<file path="src/rtl/disp_scan_if.sv">
// disp_scan_if -- signal bundle between the scp_1 debug source and the
// disp_scan display stage.
//   page_sel, auto_en, freeze : page control from the source side
//   out_zero .. register_2    : eight 24-bit pages, three segment bytes each
//   seg, dig, page, tick      : display drive and status from disp_scan
// The master modport is the source/observer side; slave is disp_scan.
interface disp_scan_if;
  logic [2:0]  page_sel;
  logic        auto_en;
  logic        freeze;
  logic [23:0] out_zero;
  logic [23:0] control_signal;
  logic [23:0] instr_lower;
  logic [23:0] instr_upper;
  logic [23:0] alu;
  logic [23:0] program_counter;
  logic [23:0] register_1;
  logic [23:0] register_2;
  logic [7:0]  seg;
  logic [2:0]  dig;
  logic [2:0]  page;
  logic        tick;

  modport master (
    output page_sel, auto_en, freeze,
    output out_zero, control_signal, instr_lower, instr_upper,
    output alu, program_counter, register_1, register_2,
    input  seg, dig, page, tick
  );

  modport slave (
    input  page_sel, auto_en, freeze,
    input  out_zero, control_signal, instr_lower, instr_upper,
    input  alu, program_counter, register_1, register_2,
    output seg, dig, page, tick
  );
endinterface

</file>
<file path="src/rtl/disp_scan.sv">
// disp_scan -- three-digit seven-segment scanner for the scp_1 debug buses.
// One of eight 24-bit pages is snapshotted per frame and its three segment
// bytes are time-multiplexed onto a shared segment bus, with a one-clock
// blank between digits to suppress ghosting.
//   clk  : system clock
//   rst  : synchronous active-high reset
//   bus  : disp_scan_if.slave (page control, eight pages in; seg/dig/page/tick out)
// Parameters: SCAN_DIV clocks per digit window (>=2), AUTO_TICKS windows per
// page in auto mode (>=1), ACTIVE_LOW selects inverted seg/dig drive.
module disp_scan #(
  parameter int SCAN_DIV   = 50000,
  parameter int AUTO_TICKS = 1000,
  parameter bit ACTIVE_LOW = 1'b1
) (
  input  logic        clk,
  input  logic        rst,
  disp_scan_if.slave  bus
);

  localparam int CW = $clog2(SCAN_DIV);
  localparam int AW = (AUTO_TICKS > 1) ? $clog2(AUTO_TICKS) : 1;
  localparam logic [7:0] SEG_OFF = ACTIVE_LOW ? 8'hFF : 8'h00;
  localparam logic [2:0] DIG_OFF = ACTIVE_LOW ? 3'b111 : 3'b000;

  typedef enum logic {BLANK, SHOW} state_t;

  state_t      state_q, state_d;
  logic [CW-1:0] cnt_q, cnt_d;
  logic [1:0]  idx_q, idx_d;
  logic [2:0]  page_q, page_d;
  logic [23:0] snap_q, snap_d;
  logic [AW-1:0] atick_q, atick_d;
  logic        advPend_q, advPend_d;
  logic        tick_q, tick_d;
  logic [7:0]  seg_q, seg_d;
  logic [2:0]  dig_q, dig_d;

  logic        lastCnt;
  logic        frameLoad;
  logic [2:0]  nextPage;
  logic [23:0] pageBus;
  logic [7:0]  segRaw;
  logic [2:0]  digRaw;

  // State register; every output comes straight from a flop.
  always_ff @(posedge clk) begin
    if (rst) begin
      state_q   <= BLANK;
      cnt_q     <= '0;
      idx_q     <= 2'd0;
      page_q    <= 3'd0;
      snap_q    <= 24'd0;
      atick_q   <= '0;
      advPend_q <= 1'b0;
      tick_q    <= 1'b0;
      seg_q     <= SEG_OFF;
      dig_q     <= DIG_OFF;
    end else begin
      state_q   <= state_d;
      cnt_q     <= cnt_d;
      idx_q     <= idx_d;
      page_q    <= page_d;
      snap_q    <= snap_d;
      atick_q   <= atick_d;
      advPend_q <= advPend_d;
      tick_q    <= tick_d;
      seg_q     <= seg_d;
      dig_q     <= dig_d;
    end
  end

  // Page mux for the frame load.
  always_comb begin
    pageBus = 24'd0;
    case (nextPage)
      3'd0: pageBus = bus.out_zero;
      3'd1: pageBus = bus.control_signal;
      3'd2: pageBus = bus.instr_lower;
      3'd3: pageBus = bus.instr_upper;
      3'd4: pageBus = bus.alu;
      3'd5: pageBus = bus.program_counter;
      3'd6: pageBus = bus.register_1;
      default: pageBus = bus.register_2;
    endcase
  end

  // Next-state logic for the scan FSM, frame loader and auto timer.
  always_comb begin
    state_d   = state_q;
    cnt_d     = cnt_q;
    idx_d     = idx_q;
    page_d    = page_q;
    snap_d    = snap_q;
    atick_d   = atick_q;
    advPend_d = advPend_q;
    segRaw    = 8'd0;
    digRaw    = 3'd0;

    lastCnt = (cnt_q == CW'(SCAN_DIV - 1));
    cnt_d   = lastCnt ? '0 : cnt_q + 1'b1;
    // tick is registered, so it is asserted from the count we are moving to.
    tick_d  = (cnt_d == CW'(SCAN_DIV - 1));

    if (lastCnt) begin
      idx_d   = (idx_q == 2'd2) ? 2'd0 : idx_q + 2'd1;
      state_d = BLANK;
    end else if (state_q == BLANK) begin
      state_d = SHOW;
    end

    nextPage = bus.auto_en ? (advPend_q ? page_q + 3'd1 : page_q) : bus.page_sel;

    // A new frame is taken only while digit 0 is blanked, so a frame is never torn.
    frameLoad = (state_q == BLANK) && (idx_q == 2'd0) && !bus.freeze;
    if (frameLoad) begin
      page_d    = nextPage;
      snap_d    = pageBus;
      advPend_d = 1'b0;
    end

    // Ticks always land in SHOW, so this never collides with the load clearing advPend.
    if (lastCnt && !bus.freeze && bus.auto_en) begin
      if (atick_q == AW'(AUTO_TICKS - 1)) begin
        atick_d   = '0;
        advPend_d = 1'b1;
      end else begin
        atick_d = atick_q + 1'b1;
      end
    end

    // Drive from the upcoming state and snapshot so the flops line up with the FSM.
    if (state_d == SHOW) begin
      case (idx_d)
        2'd0:    segRaw = snap_d[7:0];
        2'd1:    segRaw = snap_d[15:8];
        default: segRaw = snap_d[23:16];
      endcase
      digRaw = 3'b001 << idx_d;
    end
    seg_d = ACTIVE_LOW ? ~segRaw : segRaw;
    dig_d = ACTIVE_LOW ? ~digRaw : digRaw;
  end

  assign bus.seg  = seg_q;
  assign bus.dig  = dig_q;
  assign bus.page = page_q;
  assign bus.tick = tick_q;

endmodule
</file>
<file path="src/flat_wrapper.sv">
// flat-port wrapper written by rule: the top's interface ports become plain ports
module disp_scan_flat 
#(
  parameter int SCAN_DIV   = 50000,
  parameter int AUTO_TICKS = 1000,
  parameter bit ACTIVE_LOW = 1'b1
)
  (clk, rst, bus_page_sel, bus_auto_en, bus_freeze, bus_out_zero, bus_control_signal, bus_instr_lower, bus_instr_upper, bus_alu, bus_program_counter, bus_register_1, bus_register_2, bus_seg, bus_dig, bus_page, bus_tick);
  disp_scan_if bus_i ();
  input  logic clk;
  input  logic rst;
  input wire logic [$bits(bus_i.page_sel)-1:0] bus_page_sel;
  input wire logic [$bits(bus_i.auto_en)-1:0] bus_auto_en;
  input wire logic [$bits(bus_i.freeze)-1:0] bus_freeze;
  input wire logic [$bits(bus_i.out_zero)-1:0] bus_out_zero;
  input wire logic [$bits(bus_i.control_signal)-1:0] bus_control_signal;
  input wire logic [$bits(bus_i.instr_lower)-1:0] bus_instr_lower;
  input wire logic [$bits(bus_i.instr_upper)-1:0] bus_instr_upper;
  input wire logic [$bits(bus_i.alu)-1:0] bus_alu;
  input wire logic [$bits(bus_i.program_counter)-1:0] bus_program_counter;
  input wire logic [$bits(bus_i.register_1)-1:0] bus_register_1;
  input wire logic [$bits(bus_i.register_2)-1:0] bus_register_2;
  output wire logic [$bits(bus_i.seg)-1:0] bus_seg;
  output wire logic [$bits(bus_i.dig)-1:0] bus_dig;
  output wire logic [$bits(bus_i.page)-1:0] bus_page;
  output wire logic [$bits(bus_i.tick)-1:0] bus_tick;
  assign bus_i.page_sel = bus_page_sel;
  assign bus_i.auto_en = bus_auto_en;
  assign bus_i.freeze = bus_freeze;
  assign bus_i.out_zero = bus_out_zero;
  assign bus_i.control_signal = bus_control_signal;
  assign bus_i.instr_lower = bus_instr_lower;
  assign bus_i.instr_upper = bus_instr_upper;
  assign bus_i.alu = bus_alu;
  assign bus_i.program_counter = bus_program_counter;
  assign bus_i.register_1 = bus_register_1;
  assign bus_i.register_2 = bus_register_2;
  assign bus_seg = bus_i.seg;
  assign bus_dig = bus_i.dig;
  assign bus_page = bus_i.page;
  assign bus_tick = bus_i.tick;
  disp_scan #(.SCAN_DIV(SCAN_DIV), .AUTO_TICKS(AUTO_TICKS), .ACTIVE_LOW(ACTIVE_LOW)) u_core (.clk(clk), .rst(rst), .bus(bus_i));
endmodule
</file>
<file path="config.mk">
export PLATFORM = sky130hd
export DESIGN_NAME = disp_scan_flat
export DESIGN_NICKNAME = d
export VERILOG_FILES = /design/src/rtl/disp_scan_if.sv /design/src/rtl/disp_scan.sv /design/src/flat_wrapper.sv
export SDC_FILE = /design/constraint.sdc
export NUM_CORES = 1
export LEC_CHECK = 0
export CAP_MARGIN = 5
export CORE_ASPECT_RATIO = 1.4
export CORE_MARGIN = 2
export CORE_UTILIZATION = 30
export CTS_BUF_LIST = sky130_fd_sc_hd__clkbuf_4 sky130_fd_sc_hd__clkbuf_8
export DETAILED_ROUTE_END_ITERATION = 10
export PLACE_DENSITY = 0.73
export SYNTH_ARGS = -nofsm -noshare
export SYNTH_HDL_FRONTEND = slang
export SYNTH_SLANG_ARGS = --single-unit
</file>
<file path="constraint.sdc">
create_clock -name clk -period 3 [get_ports clk]
set_input_delay 0.45 -clock clk [delete_from_list [all_inputs] [get_ports clk]]
set_output_delay 0.45 -clock clk [all_outputs]
set_load 0.01 [all_outputs]
</file>
==> results.py, run 1 <==
metrics = {
    "run_status": {
        "status": "finished, final reports clean",
    },
    "worst_setup_path": {
        "criticalPathCategory": "flip-flop to flip-flop",
        "cp.arrival_ns": 2.83,
        "crit_path_end_kind": "flip-flop",
        "worstPathBufferInverterCount": 1,
        "critPathRequiredTime_ns": 3.24,
        "crit_fanout": 8,
        "r2r_cells": 9,
        "worstPathCellList": "ha_1 > nand3b_1 > a31oi_4 > buf_4 > a21oi_1 > o31ai_1 > o21bai_1 > a311oi_1 > a31oi_1",
        "slowest_stage": "dfxtp_1",
        "critical_path.max_stage_delay_ns": 0.49,
        "r2r_start": "u_core.bus.page[0]",
        "timing.rr.end": "u_core.bus.seg[2]",
        "r2r_slack_ns": 0.41,
        "critPathLaunchType": "flip-flop",
        "critical-path-top-delay-family": "compound AO/OA/AOI/OAI gates",
    },
    "logic_synthesis": {
        "syn_area_um2": 4870,
        "synth-async-reset-ratio": 0,
        "yosysSeqAreaShare": 0.284,
        "synth_cell_types": 81,
        "syn_nets": 819,
        "synth_cells": 617,
        "synth_area_per_cell_um2": 7.89,
        "ys_ff_latch": 69,
        "yosys-top-cells-area": "dfxtp_1, nand2_1, nor2_1",
        "yosys_warnings": 0,
        "synth_top_area_frac": 0.284,
        "synth-main-ff-cell": "dfxtp_1",
        "yosys.area.top_type": "dfxtp_1",
        "synth-edff-count": 0,
    },
    "floorplan": {
        "io_pins": 214,
        "die_h_um": 155,
        "rows": 55,
        "start_util": 0.303,
        "die_area_um2": 17300,
        "coreArea_um2": 16000,
        "fp.dieW_um": 112,
    },
    "pwr": {
        "peakVddDrop_mv": 0.206,
        "p_clk_frac": 0.304,
        "seqPwrFrac": 0.381,
        "power_density_nw_per_um2": 343,
        "p_sw_mw": 0.736,
        "p_leak_nw": 2.78,
        "p_total_mw": 2.56,
        "p_comb_frac": 0.315,
        "p_sw_frac": 0.288,
        "intPower_mw": 1.82,
    },
    "sta": {
        "fin_crit_sh": 0.863,
        "tightest_slew_ns": 0.587,
        "final-setup-viol-count": 0,
        "tns_ns": 0,
        "fin_crit_ns": 2.59,
        "relSlewSlack": 0.608,
        "slew_violations": 0,
        "finClkSkew_ns": 0.0147,
        "finalHoldViolCount": 0,
        "fmax_mhz": 386,
        "rsz0062_at_grt": "false",
    },
    "clock_network": {
        "clk_pin_slew_worst_paths_ns": 0.08,
        "cts.repair.resized": 0,
        "clk-insertion-delay-late_ns": 0.36,
        "holdBufCountCts": 0,
        "cts_tree": "built",
        "h-tree-depth": 3,
        "cts_buffers": 9,
        "clockBufferDepth": 2,
        "cts_root_buf": "clkbuf_8",
        "cts_setup_buffers": 0,
        "cts.sinks": 69,
    },
    "hold_path": {
        "hp-class": "flip-flop to flip-flop",
        "min_path_cells": 2,
        "hp-start": "u_core.snap_q[10]",
        "hold_end": "u_core.snap_q[10]",
    },
    "finish": {
        "layout_common_cells": "clkdlybuf4s50_1, nand2_1, nor2_1",
        "drive_above_1_share": 0.0998,
        "area_delta_synth_final_pct": 53.2,
        "antenna_cells": 0,
        "final_common_cell": "clkdlybuf4s50_1",
        "nets": 1029,
        "fillers": 1570,
    },
    "job": {
        "max_cap_viol_count": 0,
    },
    "routing": {
        "vias": 5456,
        "route.detailed.wl_per_inst_um": 17.6,
        "first_iter_violations": 376,
        "first_pass_iters": 5,
        "drtAntennaViolNets": 0,
        "finalWirelength_um": 18200,
        "vias_per_cell": 5.29,
        "drc_errors": 0,
    },
    "global_route": {
        "antenna_found_initial": 1,
        "track_usage": 0.205,
        "grt_pass1_wl_um": 28400,
        "grt_pass1_vias": 5427,
        "grt-ovfl-total": 0,
        "grt_max_degree": 42,
    },
    "place": {
        "port_buffers": 213,
        "gp_congestion": 0.916,
        "dp_hpwl_um": 14700,
    },
}
-- synth_stat cells (5+ instances only) --
cell      instances
a31oi_1           8
o221ai_1          6
buf_4            10
o21ai_0          28
a21oi_1          52
o211ai_1          6
o22ai_1           6
and4_1            5
o21a_1            5
and2_1            7
dfxtp_1          69
buf_6            11
mux2_2            6
and3_1            5
xor2_1           13
nor3_1           21
inv_1            11
buf_2            14
nand3_1          20
nor2_1           71
a311oi_1          9
a211oi_1          7
a22oi_1           5
xnor2_1          13
nand2_1          78
mux2i_1          17
nand4_1          11
clkbuf_1         13
-- cell type report --
class	count	area [um2]	share of cell area
sequential	69	1380	0.185
clock buffer	11	145	0.0195
inverter	11	41.3	0.00554
tap	199	249	0.0334
clock inverter	5	60.1	0.00806
multi-input combinational	486	3120	0.418
timing repair buffer	250	2460	0.330
-- worst reg2reg max path: stages (launching register included) --
cell	delay [ns]
dfxtp_1	0.49
ha_1	0.30
nand3b_1	0.21
a31oi_4	0.39
buf_4	0.23
a21oi_1	0.05
o31ai_1	0.30
o21bai_1	0.16
a311oi_1	0.29
a31oi_1	0.07
-- cells by family (layout without fill, tap and decap cells) --
group                      count (synthesis)  in the layout  synth area share
and+or+nand+nor                          244            244             0.242
DFF                                       69             69             0.284
buffers and inverters                     62            277            0.0818
muxes                                     28             28            0.0705
adders and majority gates                  3              3           0.00771
AOI/OAI and AO/OA                        185            185             0.267
xor gates and xnor gates                  26             26            0.0468
-- stage by stage --
stage          cells  hold WS (ns)  utilization  instance area (um2)  worst slack [ns]
2_1_floorplan    617         0.433            -                 4870             0.781
3_3_place_gp    1015         0.438        0.452                 7250             0.232
3_5_place_dp    1015         0.452        0.452                 7250             0.179
4_1_cts         1031         0.462        0.465                 7450             0.460
5_1_grt         1031         0.488        0.465                 7450             0.178
6_report        1031         0.455        0.465                 7450             0.410
-- routing by layer --
metal | up-vias | wire length, um | track usage
met5 | - | 12 | 0
met4 | 2 | 411 | 0.0611
met3 | 29 | 1140 | 0.0408
met2 | 239 | 9050 | 0.361
met1 | 2497 | 7540 | 0.253
li1 | 2689 | - | -
-- state kept, by name, indices dropped and copies added (netlist names) --
register	flops
u_core.snap_q	24
u_core.cnt_q	16
u_core.atick_q	10
u_core.bus.seg	8
u_core.bus.dig	3
u_core.bus.page	3
u_core.idx_q	2
u_core.advPend_q	1
u_core.bus.tick	1
u_core.state_q	1
-- worst max-delay path by stage --
stage / start / to / slack, ns / depth (start not counted)
3_5_place_dp: bus_auto_en / u_core.bus.seg[3] / 0.18 / 9
3_3_place_gp: bus_auto_en / u_core.bus.seg[3] / 0.23 / 9
2_1_floorplan: u_core.bus.page[0] / u_core.bus.seg[7] / 0.78 / 9
4_1_cts: u_core.bus.page[0] / u_core.bus.seg[7] / 0.46 / 9
6_report: u_core.bus.page[0] / u_core.bus.seg[2] / 0.41 / 9
5_1_grt: u_core.bus.page[0] / u_core.bus.seg[6] / 0.18 / 9
-- power by group through the flow --
stage | Combinational, mW | Sequential (mW) | Clock, mW
floorplan | 0.386 | 0.993 | 0
global placement | 0.801 | 0.995 | 0
detailed placement | 0.799 | 0.995 | 0
CTS | 0.803 | 0.974 | 0.791
global route | 0.866 | 0.977 | 0.828
finish | 0.804 | 0.974 | 0.778
No activity file was read; power rests on OpenSTA's default activity.
==> run 2, diff against run 1 <==
--- a/config.mk
+++ b/config.mk
@@ -9,7 +9,6 @@
 export CORE_ASPECT_RATIO = 1.4
 export CORE_MARGIN = 2
 export CORE_UTILIZATION = 30
-export CTS_BUF_LIST = sky130_fd_sc_hd__clkbuf_4 sky130_fd_sc_hd__clkbuf_8
 export DETAILED_ROUTE_END_ITERATION = 10
 export PLACE_DENSITY = 0.73
 export SYNTH_ARGS = -nofsm -noshare
==> run 2 against run 1 <==
Compared with the run above:
- global-route usage rose by 0.074 points
- combinational power barely moved
- cell count did not move
- sequential share of layout area fell by 0.24 points
- worst setup slack improved by 0.0032 ns
- via count rose by 0.29%
- die area did not move
- maximum frequency rose by 0.12%
- wire length rose by 0.34%
- register-to-register slack barely moved
- worst hold slack improved by 0.0054 ns
==> results.py, run 2 (synthesis results as in run 1) <==
metrics = {
    "global_route": {
        "track_usage": 0.206,
        "grt-ovfl-total": 0,
        "grt_pass1_vias": 5413,
        "antenna_found_initial": 1,
        "grt_pass1_wl_um": 28500,
        "grt_max_degree": 42,
    },
    "worst_setup_path": {
        "crit_end": "u_core.bus.seg[2]",
        "cp.arrival_ns": 2.80,
        "crit_path_end_kind": "flip-flop",
        "worstPathCellList": "ha_1 > nand3b_1 > a31oi_4 > buf_4 > a21oi_1 > o31ai_1 > o21bai_1 > a311oi_1 > a31oi_1",
        "crit_fanout": 8,
        "critical_path.max_stage_delay_ns": 0.48,
        "slowest_stage": "dfxtp_1",
        "crit_cells": 9,
        "r2r_slack_ns": 0.41,
        "critical-path-top-delay-family": "compound AO/OA/AOI/OAI gates",
        "criticalPathCategory": "flip-flop to flip-flop",
        "timing.rr.end": "u_core.bus.seg[2]",
        "crit_start": "u_core.bus.page[0]",
        "r2r_cells": 9,
        "r2r_start": "u_core.bus.page[0]",
        "worstPathBufferInverterCount": 1,
        "critPathRequiredTime_ns": 3.21,
        "critPathLaunchType": "flip-flop",
    },
    "routing": {
        "first_pass_iters": 5,
        "route.detailed.wl_per_inst_um": 17.7,
        "first_iter_violations": 426,
        "drtAntennaViolNets": 0,
        "finalWirelength_um": 18200,
        "vias": 5472,
        "vias_per_cell": 5.31,
        "met2WireLength_um": 9130,
        "drc_errors": 0,
        "wl_met3_um": 1190,
        "wl_met1_um": 7530,
        "dr.max_layer_used": "met5",
    },
    "sta": {
        "rsz0062_at_grt": "false",
        "hold_slack_ns": 0.460,
        "finClkSkew_ns": 0.00701,
        "fmax_mhz": 387,
        "fin_crit_ns": 2.59,
        "finalHoldViolCount": 0,
        "final-setup-viol-count": 0,
        "slew_violations": 0,
        "tns_ns": 0,
        "relSlewSlack": 0.599,
        "tightest_slew_ns": 0.601,
        "layout_setup_ws_ns": 0.413,
        "fin_crit_sh": 0.862,
    },
    "finish": {
        "largest-register": "u_core.snap_q",
        "final_common_cell": "clkdlybuf4s50_1",
        "area_delta_synth_final_pct": 55.2,
        "layout_common_cells": "clkdlybuf4s50_1, nand2_1, nor2_1",
        "fillers": 1559,
        "largest_registers": "u_core.snap_q (24), u_core.cnt_q (16), u_core.atick_q (10)",
        "drive_above_1_share": 0.0986,
        "final_cell_count_no_fill": 1031,
        "largest_register_ffs": 24,
        "antenna_cells": 0,
        "nets": 1029,
    },
    "floorplan": {
        "fp.dieW_um": 112,
        "start_util": 0.303,
        "io_pins": 214,
        "rows": 55,
        "die_h_um": 155,
        "die_area_um2": 17300,
        "coreArea_um2": 16000,
    },
    "clock_network": {
        "cts.sinks": 69,
        "cts_root_buf": "clkbuf_16",
        "cts_setup_buffers": 0,
        "cts_tree": "built",
        "clk-insertion-delay-late_ns": 0.33,
        "h-tree-depth": 3,
        "clockBufferDepth": 2,
        "cts.repair.resized": 0,
        "holdBufCountCts": 0,
        "cts_buffers": 9,
        "clk_pin_slew_worst_paths_ns": 0.06,
    },
    "place": {
        "dp_hpwl_um": 14700,
        "dp_slack_ns": 0.179,
        "dpl.cell_count": 1015,
        "port_buffers": 213,
        "gp_congestion": 0.916,
    },
    "pwr": {
        "p_total_mw": 2.84,
        "p_leak_nw": 2.82,
        "peakVddDrop_mv": 0.300,
        "power_density_nw_per_um2": 376,
    },
    "job": {
        "max_cap_viol_count": 0,
    },
    "run_status": {
        "status": "finished, final reports clean",
    },
    "hold_path": {
        "hp-class": "flip-flop to flip-flop",
    },
}
-- run 2: cell counts in the layout (fill, tap and decap cells not counted) --
Identical to the previous run, type by type.
-- run 2: metal layers --
metal / GRT usage / vias up
met5: 0 / -
met4: 0.0588 / 2
met3: 0.0431 / 26
met2: 0.362 / 262
met1: 0.254 / 2494
li1: - / 2688
-- run 2: area by class of cell --
cell class              instances  area [um2]  area share
inverters                      11        41.3     0.00547
clock buffers                  11         243      0.0321
multi-input cells             486        3120       0.413
clock inverters                 5        60.1     0.00795
repair buffers                250        2460       0.326
well taps                     199         249      0.0330
flip-flops and latches         69        1380       0.183
-- run 2: how the worst min path moves through the flow --
| stage | startpoint | to | slack (ns) | cells after the start |
|---|---|---|---|---|
| floorplan | u_core.snap_q[10] | u_core.snap_q[10] | 0.43 | 2 |
| global placement | u_core.snap_q[10] | u_core.snap_q[10] | 0.44 | 2 |
| detailed placement | u_core.snap_q[10] | u_core.snap_q[10] | 0.45 | 2 |
| CTS | u_core.snap_q[11] | u_core.snap_q[11] | 0.46 | 2 |
| global route | u_core.snap_q[4] | u_core.snap_q[4] | 0.49 | 2 |
| finish | u_core.snap_q[4] | u_core.snap_q[4] | 0.46 | 2 |
-- run 2: tightest hold or removal path: cells and delay by family (launching register included) --
family          cells  cell delay, ns
simple gates        1            0.05
compound gates      1            0.05
flops               1            0.31
-- run 2: power breakdown --
group	internal, mW	switching (mW)	leakage, nW
Clock	0.667	0.396	0.146
Sequential	0.954	0.0215	0.563
Combinational	0.450	0.354	2.12
-- run 2: through the flow --
step                cell area [um2]  utilization
floorplan                      4870            -
global placement               7250        0.452
detailed placement             7250        0.452
CTS                            7550        0.471
global route                   7550        0.471
finish                         7550        0.471
==> run 3, diff against run 2 <==
--- a/config.mk
+++ b/config.mk
@@ -9,6 +9,7 @@
 export CORE_ASPECT_RATIO = 1.4
 export CORE_MARGIN = 2
 export CORE_UTILIZATION = 30
+export CTS_CLUSTER_DIAMETER = 100
 export DETAILED_ROUTE_END_ITERATION = 10
 export PLACE_DENSITY = 0.73
 export SYNTH_ARGS = -nofsm -noshare
==> results of run 3 <==
The final DEF is identical to that of run 2; final timing and power are the same.
